===== config.mk =====
export PLATFORM = sky130hd
export DESIGN_NAME = merge_scheduler
export DESIGN_NICKNAME = d
export VERILOG_FILES = /design/src/rtl/merge_pkg.sv /design/src/rtl/rr_arbiter.sv /design/src/rtl/merge_scheduler.sv
export SDC_FILE = /design/constraint.sdc
export NUM_CORES = 1
export LEC_CHECK = 0
export CELL_PAD_IN_SITES_DETAIL_PLACEMENT = 1
export CELL_PAD_IN_SITES_GLOBAL_PLACEMENT = 1
export CORE_MARGIN = 10
export CORE_UTILIZATION = 34
export DETAILED_ROUTE_END_ITERATION = 8
export HOLD_SLACK_MARGIN = 0.08
export PLACE_DENSITY = 0.74
export SYNTH_ARGS = -nofsm -noshare
export SYNTH_HDL_FRONTEND = slang
export SYNTH_SLANG_ARGS = --single-unit

===== constraint.sdc =====
create_clock -name clk_p -period 2.25 [get_ports clk_p]
set_clock_uncertainty 0.15 [all_clocks]
set_input_delay 0.225 -clock clk_p [delete_from_list [all_inputs] [get_ports clk_p]]
set_output_delay 0.225 -clock clk_p [all_outputs]
set_load 0.02 [all_outputs]

===== src/rtl/merge_pkg.sv =====
`default_nettype none
// ============================================================================
// merge_pkg : FSM encoding, default sizing and group-field helpers
// Rev 1.0
// ============================================================================
package merge_pkg;

  typedef enum logic [1:0] {
    ST_IDLE    = 2'd0,
    ST_COLLECT = 2'd1,
    ST_DONE    = 2'd2
  } state_e;

  localparam int HEAD_NUM_DEF      = 12;
  localparam int INPUT_SHAPE_2_DEF = 4;
  localparam int CORE_NUM_DEF      = 2;
  localparam int NUM_WIDTH_DEF     = 3;
  localparam int GROUP_NUM_DEF     = HEAD_NUM_DEF / INPUT_SHAPE_2_DEF;

  function automatic int sel_width(input int n);
    return (n > 1) ? $clog2(n) : 1;
  endfunction

  localparam int SEL_W_DEF = sel_width(CORE_NUM_DEF);

  // LSB of core's group field inside the packed core_grp bus
  function automatic int grp_lsb(input int core, input int num_width);
    return core * (num_width + 1);
  endfunction

endpackage
`default_nettype wire


===== src/rtl/rr_arbiter.sv =====
`default_nettype none
// ============================================================================
// rr_arbiter : combinational round-robin pick, first eligible at/after ptr_i
// Rev 1.0
// ============================================================================
module rr_arbiter #(
  parameter int N  = 2,
  parameter int SW = 1
) (
  input  logic [N-1:0]  req_i,
  input  logic [N-1:0]  mask_i,
  input  logic [SW-1:0] ptr_i,
  output logic [N-1:0]  grant_o,
  output logic [SW-1:0] win_o,
  output logic          any_o
);

  logic [N-1:0] w_elig;

  assign w_elig = req_i & ~mask_i;

  always_comb begin
    logic found;
    found   = 1'b0;
    grant_o = '0;
    win_o   = '0;
    for (int off = 0; off < N; off++) begin
      for (int j = 0; j < N; j++) begin
        if (!found && w_elig[j] && (j == (int'(ptr_i) + off) % N)) begin
          grant_o[j] = 1'b1;
          win_o      = SW'(j);
          found      = 1'b1;
        end
      end
    end
    any_o = found;
  end

endmodule
`default_nettype wire


===== src/rtl/merge_scheduler.sv =====
`default_nettype none
// ============================================================================
// merge_scheduler : round-robin sequencing of core group results into merge
// Rev 1.0
// ============================================================================
module merge_scheduler
  import merge_pkg::*;
#(
  parameter int HEAD_NUM      = HEAD_NUM_DEF,
  parameter int INPUT_SHAPE_2 = INPUT_SHAPE_2_DEF,
  parameter int CORE_NUM      = CORE_NUM_DEF,
  parameter int NUM_WIDTH     = NUM_WIDTH_DEF
) (
  input  logic                              clk_p,
  input  logic                              rst_p,
  input  logic                              start_n,
  input  logic [CORE_NUM-1:0]               core_req_n,
  input  logic [CORE_NUM*(NUM_WIDTH+1)-1:0] core_grp,
  output logic [CORE_NUM-1:0]               core_grant_n,
  output logic [sel_width(CORE_NUM)-1:0]    merge_sel,
  output logic [NUM_WIDTH:0]                merge_num,
  output logic                              merge_valid_n,
  output logic                              merged_valid_n,
  input  logic                              out_ack_n,
  output logic                              busy,
  output logic                              err_dup
);

  localparam int GW        = NUM_WIDTH + 1;
  localparam int GROUP_NUM = HEAD_NUM / INPUT_SHAPE_2;
  localparam int SEL_W     = sel_width(CORE_NUM);

  state_e               state_q, state_d;
  logic [GROUP_NUM-1:0] mask_q, mask_d;
  logic [SEL_W-1:0]     ptr_q, ptr_d;
  logic [CORE_NUM-1:0]  gnt_n_q, gnt_n_d;
  logic [SEL_W-1:0]     sel_q, sel_d;
  logic [GW-1:0]        num_q, num_d;
  logic                 mv_n_q, mv_n_d;
  logic                 mgd_n_q, mgd_n_d;
  logic                 busy_q, busy_d;
  logic                 err_q, err_d;

  logic [GW-1:0]        w_grp [CORE_NUM];
  logic [CORE_NUM-1:0]  w_req, w_gnt;
  logic [SEL_W-1:0]     w_win;
  logic                 w_any, w_full, w_ok;
  logic [GW-1:0]        w_wgrp;
  logic [GROUP_NUM-1:0] w_slot;

  for (genvar gi = 0; gi < CORE_NUM; gi++) begin : g_grp
    assign w_grp[gi] = core_grp[grp_lsb(gi, NUM_WIDTH) +: GW];
  end

  // Once every slot has landed the layer is closed to further grants.
  assign w_full = &mask_q;
  assign w_req  = (state_q == ST_COLLECT && !w_full) ? ~core_req_n : '0;

  rr_arbiter #(
    .N  (CORE_NUM),
    .SW (SEL_W)
  ) u_arb (
    .req_i   (w_req),
    .mask_i  (~gnt_n_q),
    .ptr_i   (ptr_q),
    .grant_o (w_gnt),
    .win_o   (w_win),
    .any_o   (w_any)
  );

  always_comb begin
    w_wgrp = '0;
    for (int i = 0; i < CORE_NUM; i++) begin
      if (w_gnt[i]) w_wgrp = w_grp[i];
    end
  end

  always_comb begin
    w_slot = '0;
    for (int g = 0; g < GROUP_NUM; g++) begin
      w_slot[g] = (int'(w_wgrp) == g);
    end
  end

  // Out-of-range groups hit no slot, so they fall out as not-ok here too.
  assign w_ok = |(w_slot & ~mask_q);

  always_ff @(posedge clk_p or posedge rst_p) begin
    if (rst_p) begin
      state_q <= ST_IDLE;
      mask_q  <= '0;
      ptr_q   <= '0;
      gnt_n_q <= '1;
      sel_q   <= '0;
      num_q   <= '0;
      mv_n_q  <= 1'b1;
      mgd_n_q <= 1'b1;
      busy_q  <= 1'b0;
      err_q   <= 1'b0;
    end else begin
      state_q <= state_d;
      mask_q  <= mask_d;
      ptr_q   <= ptr_d;
      gnt_n_q <= gnt_n_d;
      sel_q   <= sel_d;
      num_q   <= num_d;
      mv_n_q  <= mv_n_d;
      mgd_n_q <= mgd_n_d;
      busy_q  <= busy_d;
      err_q   <= err_d;
    end
  end

  always_comb begin
    state_d = state_q;
    unique case (state_q)
      ST_IDLE:    if (!start_n)   state_d = ST_COLLECT;
      ST_COLLECT: if (w_full)     state_d = ST_DONE;
      ST_DONE:    if (!out_ack_n) state_d = ST_IDLE;
      default:                    state_d = ST_IDLE;
    endcase
  end

  always_comb begin
    mask_d  = mask_q;
    ptr_d   = ptr_q;
    gnt_n_d = '1;
    sel_d   = sel_q;
    num_d   = num_q;
    mv_n_d  = 1'b1;
    err_d   = 1'b0;
    if ((state_q == ST_IDLE && !start_n) || (state_q == ST_DONE && !out_ack_n)) begin
      mask_d = '0;
    end
    if (w_any) begin
      gnt_n_d = ~w_gnt;
      sel_d   = w_win;
      num_d   = w_wgrp;
      ptr_d   = (int'(w_win) == CORE_NUM - 1) ? '0 : w_win + 1'b1;
      if (w_ok) begin
        mv_n_d = 1'b0;
        mask_d = mask_q | w_slot;
      end else begin
        err_d  = 1'b1;
      end
    end
    mgd_n_d = (state_d != ST_DONE);
    busy_d  = (state_d != ST_IDLE);
  end

  assign core_grant_n   = gnt_n_q;
  assign merge_sel      = sel_q;
  assign merge_num      = num_q;
  assign merge_valid_n  = mv_n_q;
  assign merged_valid_n = mgd_n_q;
  assign busy           = busy_q;
  assign err_dup        = err_q;

endmodule
`default_nettype wire

# == After elaboration in Yosys (flattened, before gate mapping) ==
# Index checks and enable logic that the tools add are counted.
# classes
div_mod_pow,0
addsub,2
eq_ne,6
n_reduce_logical,24
n_mul,0
mux,24
n_bitwise,9
n_shift,0
magnitude_cmp,0
# ops
operator,count
$logic_not 32->1,2
$mux 1,13
$logic_and 1x1->1,10
$mux 2,5
$mux 3,3
$mux 4,2
$not 2->2,4
$logic_not 1->1,6
$pmux 2 s3,1
$eq 4x2->1 const B,1
$eq 4x3->1 const B,1
$logic_not 4->1,1
$and 3x3->3,1
$not 3->3,1
$or 3x3->3,1
$reduce_and 3->1,1
$reduce_or 3->1,1
$add 1x1->1 const B,2
$and 2x2->2,1
$eq 2x1->1 const B,1
$eq 2x2->1 const A,1
$eq 2x2->1 const B,1
$logic_not 2->1,1
$ne 2x2->1 const B,1
other kinds (3),3
# totals
word_cells,75
ramBits,0
latchBits,0
ff_bits,17
n_memories,0
output_inout_bits,11
in_bits,14
mem_bits_ro,0

# == Logic depth before layout (Yosys ltp) ==
# logic_depth
word_depth,25
depth_mapped,4
ltp_nobuf,4

# == By module ==
# Synthesis repeated with hierarchy kept, for this count alone.
# unflattened
hier_cells,87
hier_area_um2,855.8
# by_module_without_submodules
module,n_inst,cells_each,area_each_um2,seq_area_each_um2
merge_scheduler,1,80,812.0,430.4
rr_arbiter,1,7,43.8,0.0

# == Worst setup path before layout ==
# Ideal clock, no wire load.
# synth_timing
kind,reg-to-reg
from,"register gnt_n_q[0], in the netlist core_grant_n[0]"
to,"register err_q, in the netlist err_dup"
arrival_time_ns,1.400
path_buffers,0
slack_ns,0.559
period_less_slack_ns,1.691
path_stages_with_launch,5
required_ns,1.959
setup_ns,0.141
cell_sequence,dfstp_2 nor3b_4 o22ai_2 nor4_2 nor4_1
# synth_via
elab_chain_len,23
elab_cells_between_ends,29
classes_between,2 x eq/ne; 11 x mux; 4 x bitwise; 12 x reduce/logical
# synth_rtl
element,line,rtl
start: declaration,merge_scheduler.sv:36,"logic [CORE_NUM-1:0] gnt_n_q, gnt_n_d;"
start signal: assignment,merge_scheduler.sv:104,gnt_n_q <= gnt_n_d;
$not 2->2 *,merge_scheduler.sv:64,".mask_i (~gnt_n_q),"
$not 2->2 *,rr_arbiter.sv:20,assign w_elig = req_i & ~mask_i;
$and 2x2->2 *,rr_arbiter.sv:20,
$logic_and 1x1->1,rr_arbiter.sv:29,if (!found && w_elig[j] && (j == (int'(ptr_i) + off) % N)) begin
$mux 1,rr_arbiter.sv:29,
$logic_not 1->1,rr_arbiter.sv:29,
$logic_and 1x1->1 (2 in a row),rr_arbiter.sv:29,
$mux 1,rr_arbiter.sv:29,
(+7 left out),-,
$mux 1,rr_arbiter.sv:29,
$mux 4,merge_scheduler.sv:74,if (w_gnt[i]) w_wgrp = w_grp[i];
$eq 4x2->1 (tied with other cells),merge_scheduler.sv:81,w_slot[g] = (int'(w_wgrp) == g);
$and 3x3->3,merge_scheduler.sv:86,assign w_ok = |(w_slot & ~mask_q);
$reduce_or 3->1,merge_scheduler.sv:86,
$mux 1,merge_scheduler.sv:140,if (w_ok) begin
$mux 1 *,merge_scheduler.sv:135,if (w_any) begin
net err_d,merge_scheduler.sv:42,"logic err_q, err_d;"
end signal: assignment,merge_scheduler.sv:110,err_q <= err_d;
end: declaration,merge_scheduler.sv:42,
# The timed path passes the listed nets; every way through them passes the cells marked *.
# A chain may end at the register's enable or synchronous reset.

# == Worst setup path in the final report ==
# layout_timing
from,"register gnt_n_q[0], in the netlist core_grant_n[0]"
to,output port core_grant_n[0]
# layout_lines
element,line,rtl
end: declaration,merge_scheduler.sv:19,"output logic [CORE_NUM-1:0] core_grant_n,"
# No word-level cell between the ends.

==> flow_metrics.tcl <==
set metrics [dict create \
    internal_power_mw 0.8449 \
    rsz0062_at_grt "no" \
    rows 18 \
    cts_tree "yes" \
    crit_cells 1 \
    crit_type "flip-flop to output pin" \
    ant_nets 0 \
    path_max_fanout 5 \
    yosysWarnings 0 \
    clock_power_share 0.119 \
    cts.htree.levels 1 \
    cts_resized 0 \
    rrSetupSlack_ns 0.52 \
    yosysSeqAreaShare 0.5037 \
    drt_wl_total_mm 2.308 \
    cp_slowest_stage_delay_ns 0.62 \
    end_kind "output pin" \
    synth_seq_cells 17 \
    die-area_um2 4919 \
    cts_buffer_depth 2 \
    cp_cell_sequence "clkdlybuf4s50_1" \
    gr-total-overflow 0 \
    first_pass_iters 4 \
    vias_per_cell 5.426 \
    crit_buf_inv 1 \
    stdcell_area_um2 1160 \
    status "finished, final reports clean" \
    synth_area_leaders "dfrtp_1 38%, dfstp_2 12%, nand2_1 4.0%" \
    cts_setup_buffers 0 \
    final_cells 141 \
    power_frac_seq 0.387 \
    period_minus_slack_ns 1.886 \
    die_w_um 70.14 \
    power_switching_share 0.4103 \
    startpoint "core_grant_n[0]" \
    antenna_found_initial 0 \
    io_pins 25 \
    clock.fmax_mhz 530.4 \
    grt_pass1_vias 796 \
    crit_path_end "core_grant_n[0]" \
    critPathRequiredTime_ns 1.88 \
    p_per_area_nw_per_um2 1235 \
    die_y_um 70.14 \
    postCtsHoldBufs 0 \
    cap_violations 0 \
    final_nets 126 \
    tightest_slew_ns 0.6565 \
    synth_area_um2 854.6 \
    antenna_cells 0 \
    grt_pass1_wl_mm 3.967 \
    core_area_um2 2432 \
    drc_errors 0 \
    dp_cells 137 \
    syn_inst 83 \
    numCtsBuffers 3 \
    slowest_stage "clkdlybuf4s50_1" \
    hold_path_class "input pin to asynchronous set/reset pin" \
    area_delta_synth_final_pct 35.72 \
    p_leak_nw 0.4822 \
    vias 765 \
    synthDistinctLibCells 31 \
    syn_avg_cell_area_um2 10.30 \
    drt_iter0_markers 34 \
    reg2regPathDepth 4 \
    finalHoldViolCount 0 \
    irDropWorstVdd_v 0.0006323 \
    path_clk_slew_ns 0.11 \
    place_area_um2 1132 \
    setup_viol 0 \
    cts-root-buf "clkbuf_4" \
    clk_latency_ns 0.31 \
    synth_edf_count 0 \
    r2r_end "mask_q[0]" \
    slew_headroom 0.5618 \
    final_util 0.4769 \
    slew_violations 0 \
    startpoint_type "flip-flop" \
    combPwrFrac 0.494 \
    track_usage 0.09767 \
    synth_top_area_frac 0.3807 \
    synthFlopType "dfrtp_1" \
    async_flop_share 1.000 \
    crit_arrival_ns 1.51 \
    drive_gt1_frac 0.1351 \
    syn_nets 97 \
    p_switching_mw 0.5879 \
    io_buffers 24 \
    synth_area_leader_cell "dfrtp_1" \
    wire_per_inst_um 16.37 \
    post-route-period-util 0.8380 \
    fin_tns_setup_ns 0 \
    cp_top_family "buffers and inverters" \
    cts.sink_count 17 \
    dp_hpwl_mm 1.839 \
    place.gp.congestion 0.7881 \
    initial_core_util 0.3513 \
    r2r-start "core_grant_n[0]" \
    grt_max_degree 18 \
]
[routing by layer]
metal  vias to the layer above  GRT usage  routed length (um)
met4                         0    0.03289                  26
li1                        358          -                   -
met5                         -          0                   0
met3                         5    0.04379                 164
met1                       380     0.1160                1024
met2                        22     0.1521                1093
[logic make-up (layout without fill, tap and decap cells)]
group,count (synthesis),after routing,share of synthesized area
DFF,17,17,0.5037
and+or+nand+nor,41,41,0.2855
buffers and inverters,5,33,0.02196
AOI/OAI and AO/OA,20,20,0.1889
[synth_stat cells (2+ instances only)]
cell type / n
dfrtp_1: 13
nor4_1: 2
nor3_1: 4
nand2b_1: 4
a21oi_1: 2
nand3_1: 2
o21ai_0: 4
nand2_1: 9
a211oi_1: 2
nand3b_1: 3
nand4b_1: 2
dfstp_2: 4
a22oi_1: 3
nor2_1: 7
inv_1: 5
nor2b_1: 2
[worst reg2reg max path, stage by stage, from the launching register on]
cell and delay (ns):
dfstp_2 0.59, nor3b_4 0.30, nor3_1 0.14, or2_1 0.26
o41ai_2 0.20
[layout make-up]
cell class | count | area, um2
clock buffer | 3 | 22.52
inverter | 5 | 18.77
sequential | 17 | 430.4
multi-input combinational | 61 | 405.4
fill | 287 | 1272
clock inverter | 1 | 5.005
tap | 30 | 37.54
timing repair buffer | 24 | 240.2
[registers in the layout (all words and copies together) (netlist names)]
register / flops
err_dup: 1
mask_q: 3
core_grant_n: 2
merged_valid_n: 1
state_q: 2
busy: 1
merge_num: 4
ptr_q: 1
merge_sel: 1
merge_valid_n: 1
[how the worst min path moves through the flow]
stage	from	to	slack [ns]	cells past startpoint
after floorplan	rst_p	busy	-0.002	1
after global placement	merge_sel	merge_sel	0.31	1
after detailed placement	merge_num[1]	merge_num[1]	0.32	2
after CTS	rst_p	ptr_q	0.16	2
after global routing	rst_p	ptr_q	0.19	2
final	rst_p	mask_q[1]	0.14	2
[cells in the final DEF (no fill, tap or decap), drive strengths merged, types with 3 or more instances in the layout]
cell type	n
nor3	5
nor4	3
dfstp	4
nor2	7
nand3b	3
inv	5
nand2b	4
a22oi	3
nand2	9
dfrtp	13
o21ai	4
clkbuf	3
clkdlybuf4s50	24
[per-stage QoR]
step           power [mW]  setup WS, ns  hold WS [ns]
2_1_floorplan      0.9835        0.5586     -0.001849
5_1_grt             1.548        0.3146        0.1870
3_5_place_dp        1.284        0.2840        0.3171
3_3_place_gp        1.268        0.3239        0.3098
6_report            1.433        0.3645        0.1427
4_1_cts             1.461        0.3520        0.1570
[power groups by stage]
stage | logic (mW) | registers [mW] | clock network (mW)
6_report | 0.707 | 0.555 | 0.171
5_1_grt | 0.778 | 0.576 | 0.194
4_1_cts | 0.724 | 0.558 | 0.179
3_5_place_dp | 0.720 | 0.564 | 0
3_3_place_gp | 0.712 | 0.555 | 0
2_1_floorplan | 0.333 | 0.651 | 0
No activity file was read; power rests on OpenSTA's default activity.
